**src/rtl/keypad_code_fifo.sv**
```systemverilog
// Key-code FIFO between keypad scanner and consumer.
// Edge-detects key_valid, first-word fall-through read, sticky overflow.
module keypad_code_fifo #(
    parameter int DEPTH = 8,
    parameter int CW    = $clog2(DEPTH) + 1
) (
    input  logic          clock,
    input  logic          reset,
    input  logic [3:0]    key_code,
    input  logic          key_valid,
    input  logic          rd_ready,
    input  logic          clr_overflow,
    output logic          rd_valid,
    output logic [3:0]    rd_data,
    output logic [CW-1:0] count,
    output logic          full,
    output logic          empty,
    output logic          overflow
);

    localparam int AW = $clog2(DEPTH);

    logic [3:0]    mem [DEPTH];
    logic [AW-1:0] wr_ptr;
    logic [AW-1:0] rd_ptr;
    logic          key_valid_q;
    logic          push;
    logic          pop;
    logic          wr_en;
    logic          drop;

    assign full     = (count == CW'(DEPTH));
    assign empty    = (count == '0);
    assign rd_valid = !empty;
    assign rd_data  = mem[rd_ptr];

    assign push  = key_valid && !key_valid_q;
    assign pop   = rd_valid && rd_ready;
    // A full FIFO still accepts a push when a pop frees a slot the same cycle
    assign wr_en = push && (!full || pop);
    assign drop  = push && full && !pop;

    always_ff @(posedge clock or posedge reset) begin
        if (reset) begin
            for (int i = 0; i < DEPTH; i++) begin
                mem[i] <= '0;
            end
            wr_ptr      <= '0;
            rd_ptr      <= '0;
            count       <= '0;
            key_valid_q <= 1'b0;
            overflow    <= 1'b0;
        end else begin
            key_valid_q <= key_valid;
            if (wr_en) begin
                mem[wr_ptr] <= key_code;
                wr_ptr      <= wr_ptr + 1'b1;
            end
            if (pop) begin
                rd_ptr <= rd_ptr + 1'b1;
            end
            unique case ({wr_en, pop})
                2'b10:   count <= count + 1'b1;
                2'b01:   count <= count - 1'b1;
                default: count <= count;
            endcase
            if (drop) begin
                overflow <= 1'b1;
            end else if (clr_overflow) begin
                overflow <= 1'b0;
            end
        end
    end

endmodule

```
**config.mk**
```make
export PLATFORM = sky130hd
export DESIGN_NAME = keypad_code_fifo
export DESIGN_NICKNAME = d
export VERILOG_FILES = /design/src/rtl/keypad_code_fifo.sv
export SDC_FILE = /design/constraint.sdc
export NUM_CORES = 1
export LEC_CHECK = 0
export ABC_AREA = 1
export CORE_MARGIN = 2
export CORE_UTILIZATION = 54
export CTS_BUF_LIST = sky130_fd_sc_hd__clkbuf_4 sky130_fd_sc_hd__clkbuf_8
export DETAILED_ROUTE_END_ITERATION = 7
export GPL_ROUTABILITY_DRIVEN = 0
export HOLD_SLACK_MARGIN = 0.03
export MAX_ROUTING_LAYER = met4
export PLACE_DENSITY = 0.78
export SYNTH_ARGS = -nofsm -noshare
export SYNTH_HDL_FRONTEND = slang
export SYNTH_SLANG_ARGS = --single-unit
export TNS_END_PERCENT = 50
```
**constraint.sdc**
```tcl
create_clock -name clock -period 1.81 [get_ports clock]
set_input_delay 0.181 -clock clock [delete_from_list [all_inputs] [get_ports clock]]
set_output_delay 0.181 -clock clock [all_outputs]
set_load 0.02 [all_outputs]
```
==> flow_summary.ini, run 1 <==
[outcome]
status = finished, violations left
failed_checks = setup timing

[global_routing]
use_met3 = 0.0534
grt-ovfl-total = 0
antenna_found_initial = 0
grt_pass1_wl_um = 9890
use_met2 = 0.414
grt_usage = 0.252
grt_start_max_net_pins = 43
grt.busiest_layer = met2
grt_pass1_vias = 2120
met1_usage = 0.318

[placed_design]
port_buffers = 20
place_ws_ps = -288
dp_hpwl_um = 3960

[finish]
layout_common_cells = 97 x nand2_1, 42 x dfrtp_1, 32 x nor2_1, 32 x nand4_1, 19 x buf_4
layout-drive-gt1-share = 0.185
antennaDiodeCount = 0
layout_commonest_cell = nand2_1
nNetsFinal = 349
area_growth_pct = 21.4

[worst_setup_path]
critPathMaxStageDelay_ps = 430
startpoint_type = register
r2r_end = count[2]$_DFFE_PP0P_
cp_slowest_cell = dfrtp_2
cp.required_ps = 2030
crit_chain = nor2_4, nand2_2, nor2_4, nand2_8, nand2_8, ha_4, nor2_4, nor2_4, ha_4, a21oi_2, or2_4, a31oi_1
path_max_fanout = 3
rr_worst_depth = 12
crit_arrival_ps = 2130
crit_top_cell = nor2_4
r2r-start = count[1]$_DFFE_PP0P_
rrSetupSlack_ps = -100
critPathKind = register to register
end_kind = register

[synth]
ys_types = 26
synth-seq-cells = 44
syn_area_per_cell_um2 = 8.07
synth-seq-area-share = 0.447
syn_inst = 305
synth_nets = 319
ys_warn_count = 0
yosysTopAreaCell = dfrtp_1
synth_top_area_frac = 0.447
ys_top_cells_by_area = dfrtp_1 45%, nand2_1 15%, nand4_1 8.1%, nor2_1 5.3%, nand3_4 5.0%
synth_area_mm2 = 0.00246

[timing]
hold_viol = 0
setup_viol = 1
period_share = 1.06
tightest_slew_ps = 607
slew_viol_final = 0
fin_skew_ps = 3.56
hold_slack_ps = 185
rsz0062_at_grt = yes
min_period_ps = 1910
fmax_ghz = 0.523
slew_headroom = 0.593
worst_slack_ps = -101

[clocking]
clk_pin_slew_worst_paths_ps = 80
cts_max_path_buffers = 2
htreeDepth = 2
cts_hold_buf = 0
cts-root-buf = clkbuf_8
cts_sinks = 44
cts_made_buffers = 5
clkLatencyLatePin_ps = 290
cts_tree = done

[power_and_ir_drop]
power_frac_clock = 0.171
switching_share = 0.423
pwr-share-comb = 0.500
cell_internal_pwr_mw = 2.96
ir_worst_vdd_mv = 1.17
power.leakage_nw = 1.44
p_sw_mw = 2.17
pwr-share-seq = 0.329
power_density_mw_per_mm2 = 1710

[detailed_routing]
ant_nets = 0
via_per_inst = 5.50
wl_um = 5580
route.detailed.drc = 0
wl_per_cell_um = 14.4
first_pass_iters = 4
drt_first_iter_violations = 187
vias = 2130

[floorplan]
initial_core_util = 0.562
fp.dieH_um = 71.5
coreArea_mm2 = 0.00438
dieArea_mm2 = 0.00512
die_w_um = 71.5
num_rows = 24
io_pins = 21

[hold_path]
min_path_type = primary input to async pin

[flow_run]
cap_violations = 0
## power by group through the flow
stage / clock (mW) / combinational (mW) / sequential [mW]
finish: 0.876 / 2.56 / 1.68
global route: 0.932 / 2.89 / 1.73
CTS: 0.906 / 2.51 / 1.68
detailed placement: 0 / 2.55 / 1.69
global placement: 0 / 2.50 / 1.67
floorplan: 0 / 1.63 / 1.70
## flip-flops by register name, indices dropped and copies added (netlist names)
register	flops
count	4
key_valid_q	1
mem	32
overflow	1
rd_ptr	3
wr_ptr	3
## synthesized netlist by cell type, drive strengths merged
cell,instances
dfrtp,44
nand4,32
buf,9
a21oi,1
nand2,103
clkbuf,8
a31oi,1
ha,5
inv,16
xnor2,3
xor2,3
nand3,14
or2,1
o21ai,27
nor2,38
## logic make-up (layout without fill, tap and decap cells)
logic type	count (synthesis)	count (layout)	synth area share
adder cells (fa/ha/maj)	5	5	0.0254
flip-flops	44	44	0.447
XOR/XNOR	6	6	0.0213
AO/OA/AOI/OAI	29	29	0.0595
buffers and inverters	33	63	0.0630
AND/OR/NAND/NOR	188	188	0.384
## worst max-delay path by stage
stage                                end                 start  slack [ps]  cells past startpoint
global placement    count[2]$_DFFE_PP0P_             key_valid        -190                     12
detailed placement  count[2]$_DFFE_PP0P_             key_valid        -290                     12
floorplan           count[2]$_DFFE_PP0P_  count[1]$_DFFE_PP0P_        -280                     12
global route        count[2]$_DFFE_PP0P_  count[1]$_DFFE_PP0P_        -210                     12
finish              count[2]$_DFFE_PP0P_  count[1]$_DFFE_PP0P_        -100                     12
CTS                 count[2]$_DFFE_PP0P_  count[0]$_DFFE_PP0P_        -170                     12
## critical path: cells and delay by family (launching register included)
| family | cells | cell delay, ps |
|---|---|---|
| AOI/OAI and AO/OA | 2 | 200 |
| adders and majority gates | 2 | 290 |
| DFF | 1 | 430 |
| and+or+nand+nor | 8 | 900 |
## routing by layer
metal	vias to the layer above	part of all wire	routed length [um]
li1	1064	-	-
met1	1023	0.44	2450
met2	39	0.52	2900
met3	4	0.035	194
met4	0	0.0045	25
met5	-	0	0
## metrics by stage
stage / area [um^2] / instances / TNS, ps / utilization / power [mW]
after floorplan: 2500 / 305 / -383 / - / 3.33
after detailed placement: 2820 / 380 / -795 / 0.644 / 4.24
after CTS: 2950 / 387 / -197 / 0.673 / 5.09
after global routing: 2990 / 387 / -362 / 0.682 / 5.56
after global placement: 2820 / 380 / -521 / 0.644 / 4.17
final: 2990 / 387 / -101 / 0.682 / 5.12
## what timing repair did
| action | in CTS | in global routing |
|---|---|---|
| endpoints found under the setup margin | 9 | 8 |
| pin swaps | 1 | 11 |
| resized for setup | 16 | 22 |
| setup buffers | 0 | 0 |
| gates cloned | 0 | 0 |
## layout make-up
cell class,count,area [um^2]
fillers,372,1400
multi-input cells,228,1300
flip-flops and latches,44,1100
repair buffers,40,330
clock buffers,5,68.8
well taps,52,65.1
inverters,16,62.6
clock inverters,2,60.1
Power figures use the tool's default switching activity.
==> run 2: changes to the inputs <==
--- a/config.mk
+++ b/config.mk
@@ -6,6 +6,7 @@
 export NUM_CORES = 1
 export LEC_CHECK = 0
 export ABC_AREA = 1
+export CORE_ASPECT_RATIO = 1.1
 export CORE_MARGIN = 2
 export CORE_UTILIZATION = 54
 export CTS_BUF_LIST = sky130_fd_sc_hd__clkbuf_4 sky130_fd_sc_hd__clkbuf_8
==> constraint.sdc (replaced) <==
create_clock -name clock -period 1.7 [get_ports clock]
set_input_delay 0.17 -clock clock [delete_from_list [all_inputs] [get_ports clock]]
set_output_delay 0.17 -clock clock [all_outputs]
set_load 0.02 [all_outputs]
==> flow_summary.ini, run 2 (synthesis gave the netlist of run 1 again) <==
[global_routing]
grt_start_max_net_pins = 45
grt-ovfl-total = 0
antenna_found_initial = 0
grt_pass1_vias = 2090
grt_usage = 0.263
grt_pass1_wl_um = 9650

[worst_setup_path]
critPathKind = register to register
cp.buffers_inverters = 1
cp.required_ps = 1920
crit_top_cell = nor2_4
cp_slowest_cell = dfrtp_2
rr_worst_depth = 13
path_max_fanout = 3
crit_arrival_ps = 2160
end_kind = register
critPathMaxStageDelay_ps = 430
rrSetupSlack_ps = -240
cpLargestDelayFamily = simple AND/OR/NAND/NOR gates
crit_chain = nor2_4, nand3_4, nand2_4, buf_12, nand2_8, nand2_8, ha_4, nor2_4, nor2_4, ha_4, a21oi_4, or2_4, a31oi_1
r2r_end = count[2]$_DFFE_PP0P_
startpoint_type = register
r2r-start = count[1]$_DFFE_PP0P_

[finish]
layout-drive-gt1-share = 0.239
layout_commonest_cell = nand2_1
top_register = mem
antennaDiodeCount = 0
fin_cells = 401
nNetsFinal = 360
largest_reg_flops = 32
layout_common_cells = 97 x nand2_1, 41 x dfrtp_1, 32 x nand4_1
area_growth_pct = 27.4
largest_registers = mem (32), count (4)
final_cell_area_mm2 = 0.00314

[detailed_routing]
via_per_inst = 5.64
ant_nets = 0
route.detailed.drc = 0
drt_first_iter_violations = 184
wl_per_cell_um = 15.7
vias = 2260
wl_um = 6280
first_pass_iters = 5

[floorplan]
initial_core_util = 0.566
fp.dieH_um = 74.8
num_rows = 25
io_pins = 21
die_w_um = 68.4
dieArea_mm2 = 0.00512
coreArea_mm2 = 0.00435

[clocking]
htreeDepth = 2
cts_hold_buf = 0
cts_made_buffers = 5
cts_tree = done
cts_sinks = 44
clk_pin_slew_worst_paths_ps = 90
cts-root-buf = clkbuf_8
cts_max_path_buffers = 2
clkLatencyLatePin_ps = 300

[power_and_ir_drop]
ir_worst_vdd_mv = 1.15
power_density_mw_per_mm2 = 1820
power.leakage_nw = 1.49

[timing]
setup_viol = 4
period_share = 1.14
fmax_ghz = 0.515
worst_slack_ps = -242
slew_headroom = 0.628
fin_skew_ps = 5.28
rsz0062_at_grt = yes
hold_viol = 0
hold_slack_ps = 203
min_period_ps = 1940
slew_viol_final = 0
tightest_slew_ps = 558

[flow_run]
cap_violations = 0

[placed_design]
port_buffers = 20
place_inst = 386
dp_hpwl_um = 3930
placed_area_mm2 = 0.00288

[outcome]
failed_checks = setup timing
status = finished, violations left

[hold_path]
min_path_type = primary input to async pin
-- run 2: cell count changes in the layout (fill, tap and decap cells not counted), sizes merged --
cell           delta
buf              +15
clkdlybuf4s15     +1
bufinv            -2
clkinvlp          +2
clkbuf            -2
dlygate4sd2       -2
-- run 2: through the flow --
step	setup TNS [ps]	total power, mW	util	worst slack [ps]
floorplan	-706	3.55	-	-393
detailed placement	-4000	4.61	0.663	-400
global route	-948	6.12	0.722	-333
global placement	-2030	4.53	0.663	-277
CTS	-655	5.29	0.690	-258
finish	-457	5.70	0.722	-242
-- run 2: report_power, final --
part	internal [mW]	switching (mW)	leakage (nW)
combinational	1.37	1.79	0.899
clock	0.329	0.376	0.0434
sequential	1.49	0.353	0.551
total	3.18	2.52	1.49
-- run 2: routing by layer --
| layer | part of all wire | up-vias | wire length (um) | GRT usage |
|---|---|---|---|---|
| met2 | 0.50 | 70 | 3150 | 0.399 |
| li1 | - | 1088 | - | - |
| met4 | 0.019 | 0 | 119 | 0.102 |
| met5 | 0 | - | 0 | - |
| met1 | 0.43 | 1089 | 2670 | 0.343 |
| met3 | 0.053 | 13 | 332 | 0.0568 |
-- run 2: how the worst max path moves through the flow --
stage / slack, ps / cells past startpoint / from / to
after floorplan: -390 / 12 / count[1]$_DFFE_PP0P_ / count[2]$_DFFE_PP0P_
after global placement: -280 / 12 / key_valid / count[2]$_DFFE_PP0P_
after detailed placement: -400 / 12 / key_valid / count[2]$_DFFE_PP0P_
after CTS: -260 / 13 / count[0]$_DFFE_PP0P_ / count[2]$_DFFE_PP0P_
after global routing: -330 / 14 / count[1]$_DFFE_PP0P_ / count[2]$_DFFE_PP0P_
final: -240 / 13 / count[1]$_DFFE_PP0P_ / count[2]$_DFFE_PP0P_
-- run 2: cell type report --
class / count / area, um^2
Clock buffer: 6 / 82.6
Clock inverter: 2 / 15.0
Fill cell: 335 / 1210
Inverter: 16 / 60.1
Multi-Input combinational cell: 228 / 1330
Sequential cell: 44 / 1100
Tap cell: 54 / 67.6
Timing Repair Buffer: 51 / 483
-- run 2: timing repair --
| action | 4_1_cts | 5_1_grt |
|---|---|---|
| endpoints found under the setup margin | 10 | 42 |
| endpoints found under the hold margin | 0 | 0 |
| pin swaps | 7 | 13 |
| resized for setup | 30 | 36 |
| gates cloned | 0 | 1 |
| buffers inserted | 2 | 5 |
-- run 2: tightest hold or removal path: stages --
cell	delay, ps
clkdlybuf4s50_1	400
clkinv_1	70
buf_12	240
==> RTL change (settings of run 2) <==
The parameter `DEPTH` goes from 8 to 16.
--- a/src/rtl/keypad_code_fifo.sv
+++ b/src/rtl/keypad_code_fifo.sv
@@ -1,7 +1,7 @@
 // Key-code FIFO between keypad scanner and consumer.
 // Edge-detects key_valid, first-word fall-through read, sticky overflow.
 module keypad_code_fifo #(
-    parameter int DEPTH = 8,
+    parameter int DEPTH = 16,
     parameter int CW    = $clog2(DEPTH) + 1
 ) (
     input  logic          clock,
Ports: changed (resized count); port bits go from 21 to 22. No check against the original RTL was run, so the function may have changed too.
==> RTL change against run 2 <==
The flow still finishes with violations (setup timing); highest routed layer unchanged; global-route usage increased by 0.80 points; area after synthesis up 84%; maximum frequency increased by 1.0%; largest cell class unchanged; total power is 77% higher; sequential power grew 71%; via count grew 94%; routed wire length grew 91%; sequential cell count grew 35; setup slack better by 0.020 ns; critical path type unchanged; synthesized cell count is 100% higher; design area grew 79%; count of clock-buffer cells in the layout rose by 5; combinational power up 70%.
==> RTL change: results (changes against run 2) <==
Drt
  • Initial drt markers: 409 (was 184)
  • Met1 WL: 4.86 mm (was 2.67 mm)
  • Final wirelength: 12.0 mm (was 6.28 mm)
  • Metal3 WL: 861 um (was 332 um)
  • Detailed Routing Iterations Pass 1: 6 (was 5)
  • Via count: 4387 (was 2260)

STA
  • Relative slew slack: 74.5% (was 62.8%)
  • Post-route setup slack: -0.221 ns (was -0.242 ns)
  • Final setup violation count: 12 (was 4)

Yosys
  • Mapped Nets: 634 (was 319)
  • Sequential fraction of the synthesis area: 43.7% (was 44.7%)
  • Adder-cell share of the synthesized area: 2.93% (was 2.54%)
  • Syn_area_per_cell: 7.35 um2 (was 8.07 um2)
  • Synth Area in XOR/XNOR: 1.36% (was 2.13%)

Place
  • IO Port Bufs: 21 (was 20)
  • Placed cells: 746 (was 386)
  • Cell Area, Placed: 0.00513 mm2 (was 0.00288 mm2)
  • DP HPWL: 7.57 mm (was 3.93 mm)

Clocking
  • H-tree levels: 3 (was 2)

Global routing
  • Met1 usage: 34.7% (was 34.3%)
  • M3 GR Usage: 4.20% (was 5.68%)
  • First-pass GRT wire length: 19.1 mm (was 9.65 mm)
  • Gr usage total: 27.1% (was 26.3%)

Pwr
  • Leakage: 2.87 nW (was 1.49 nW)

Final layout
  • # fillers: 643 (was 335)
  • Post-Layout Cell Count: 767 (was 401)
  • Biggest regs: mem: 64 flops, count: 5 flops (was mem: 32 flops, count: 4 flops)

Status
  • Failing checks: setup timing (unchanged)
  • Status: finished, violations left (unchanged)
RTL change: cell count changes after synthesis, sizes merged, moves of 15 or more:
cell | before | now
nand2 | 103 | 241
nand3 | 14 | 75
inv | 16 | 67
dfrtp | 44 | 79
nand4 | 32 | 65
o21ai | 27 | 5
buf | 9 | 30
nor2 | 38 | 23
RTL change: path summary, 6_finish.rpt:
check                                   end  slack (ns)  startpoint  cells after the start
min in group clock              key_valid_q        0.27   key_valid                      1
max in group asynchronous         rd_ptr[0]        1.21       reset                      3
worst min-delay path                mem[26]        0.21       reset                      3
worst max-delay path               count[4]       -0.22    count[0]                     12
worst max register to register     count[4]       -0.22    count[0]                     12
worst min register to register      mem[62]        0.47     mem[62]                      2
RTL change: layout make-up:
class                           count  share of cell area [%]
Inverter                           69                    4.81
Multi-Input combinational cell    430                    41.9
Clock buffer                       11                    2.47
Sequential cell                    79                    35.3
Timing Repair Buffer               62                    11.6
Clock inverter                      5                    1.47
Tap cell                          111                    2.47
RTL change: cells by family (layout without fill, tap and decap cells):
kind of cell	after synthesis	after routing
flops	79	79
compound gates	9	9
simple gates	404	404
buf+inv	106	147
xor+xnor	7	7
fa+ha+maj	10	10
RTL change: through the flow:
| step | utilization [%] | power (mW) | setup WS, ns |
|---|---|---|---|
| final | 67.9 | 10.1 | -0.221 |
| after global routing | 67.9 | 10.7 | -0.310 |
| after CTS | 65.0 | 9.33 | -0.175 |
| after detailed placement | 62.0 | 7.70 | -0.352 |
| after global placement | 62.0 | 7.55 | -0.308 |
| after floorplan | - | 6.09 | -0.258 |
RTL change: report_power, final:
| group | total (mW) | internal, mW | switching [mW] |
|---|---|---|---|
| Sequential | 3.15 | 2.62 | 0.522 |
| Combinational | 5.36 | 2.18 | 3.17 |
| Clock | 1.58 | 0.863 | 0.717 |
| Total | 10.1 | 5.67 | 4.41 |
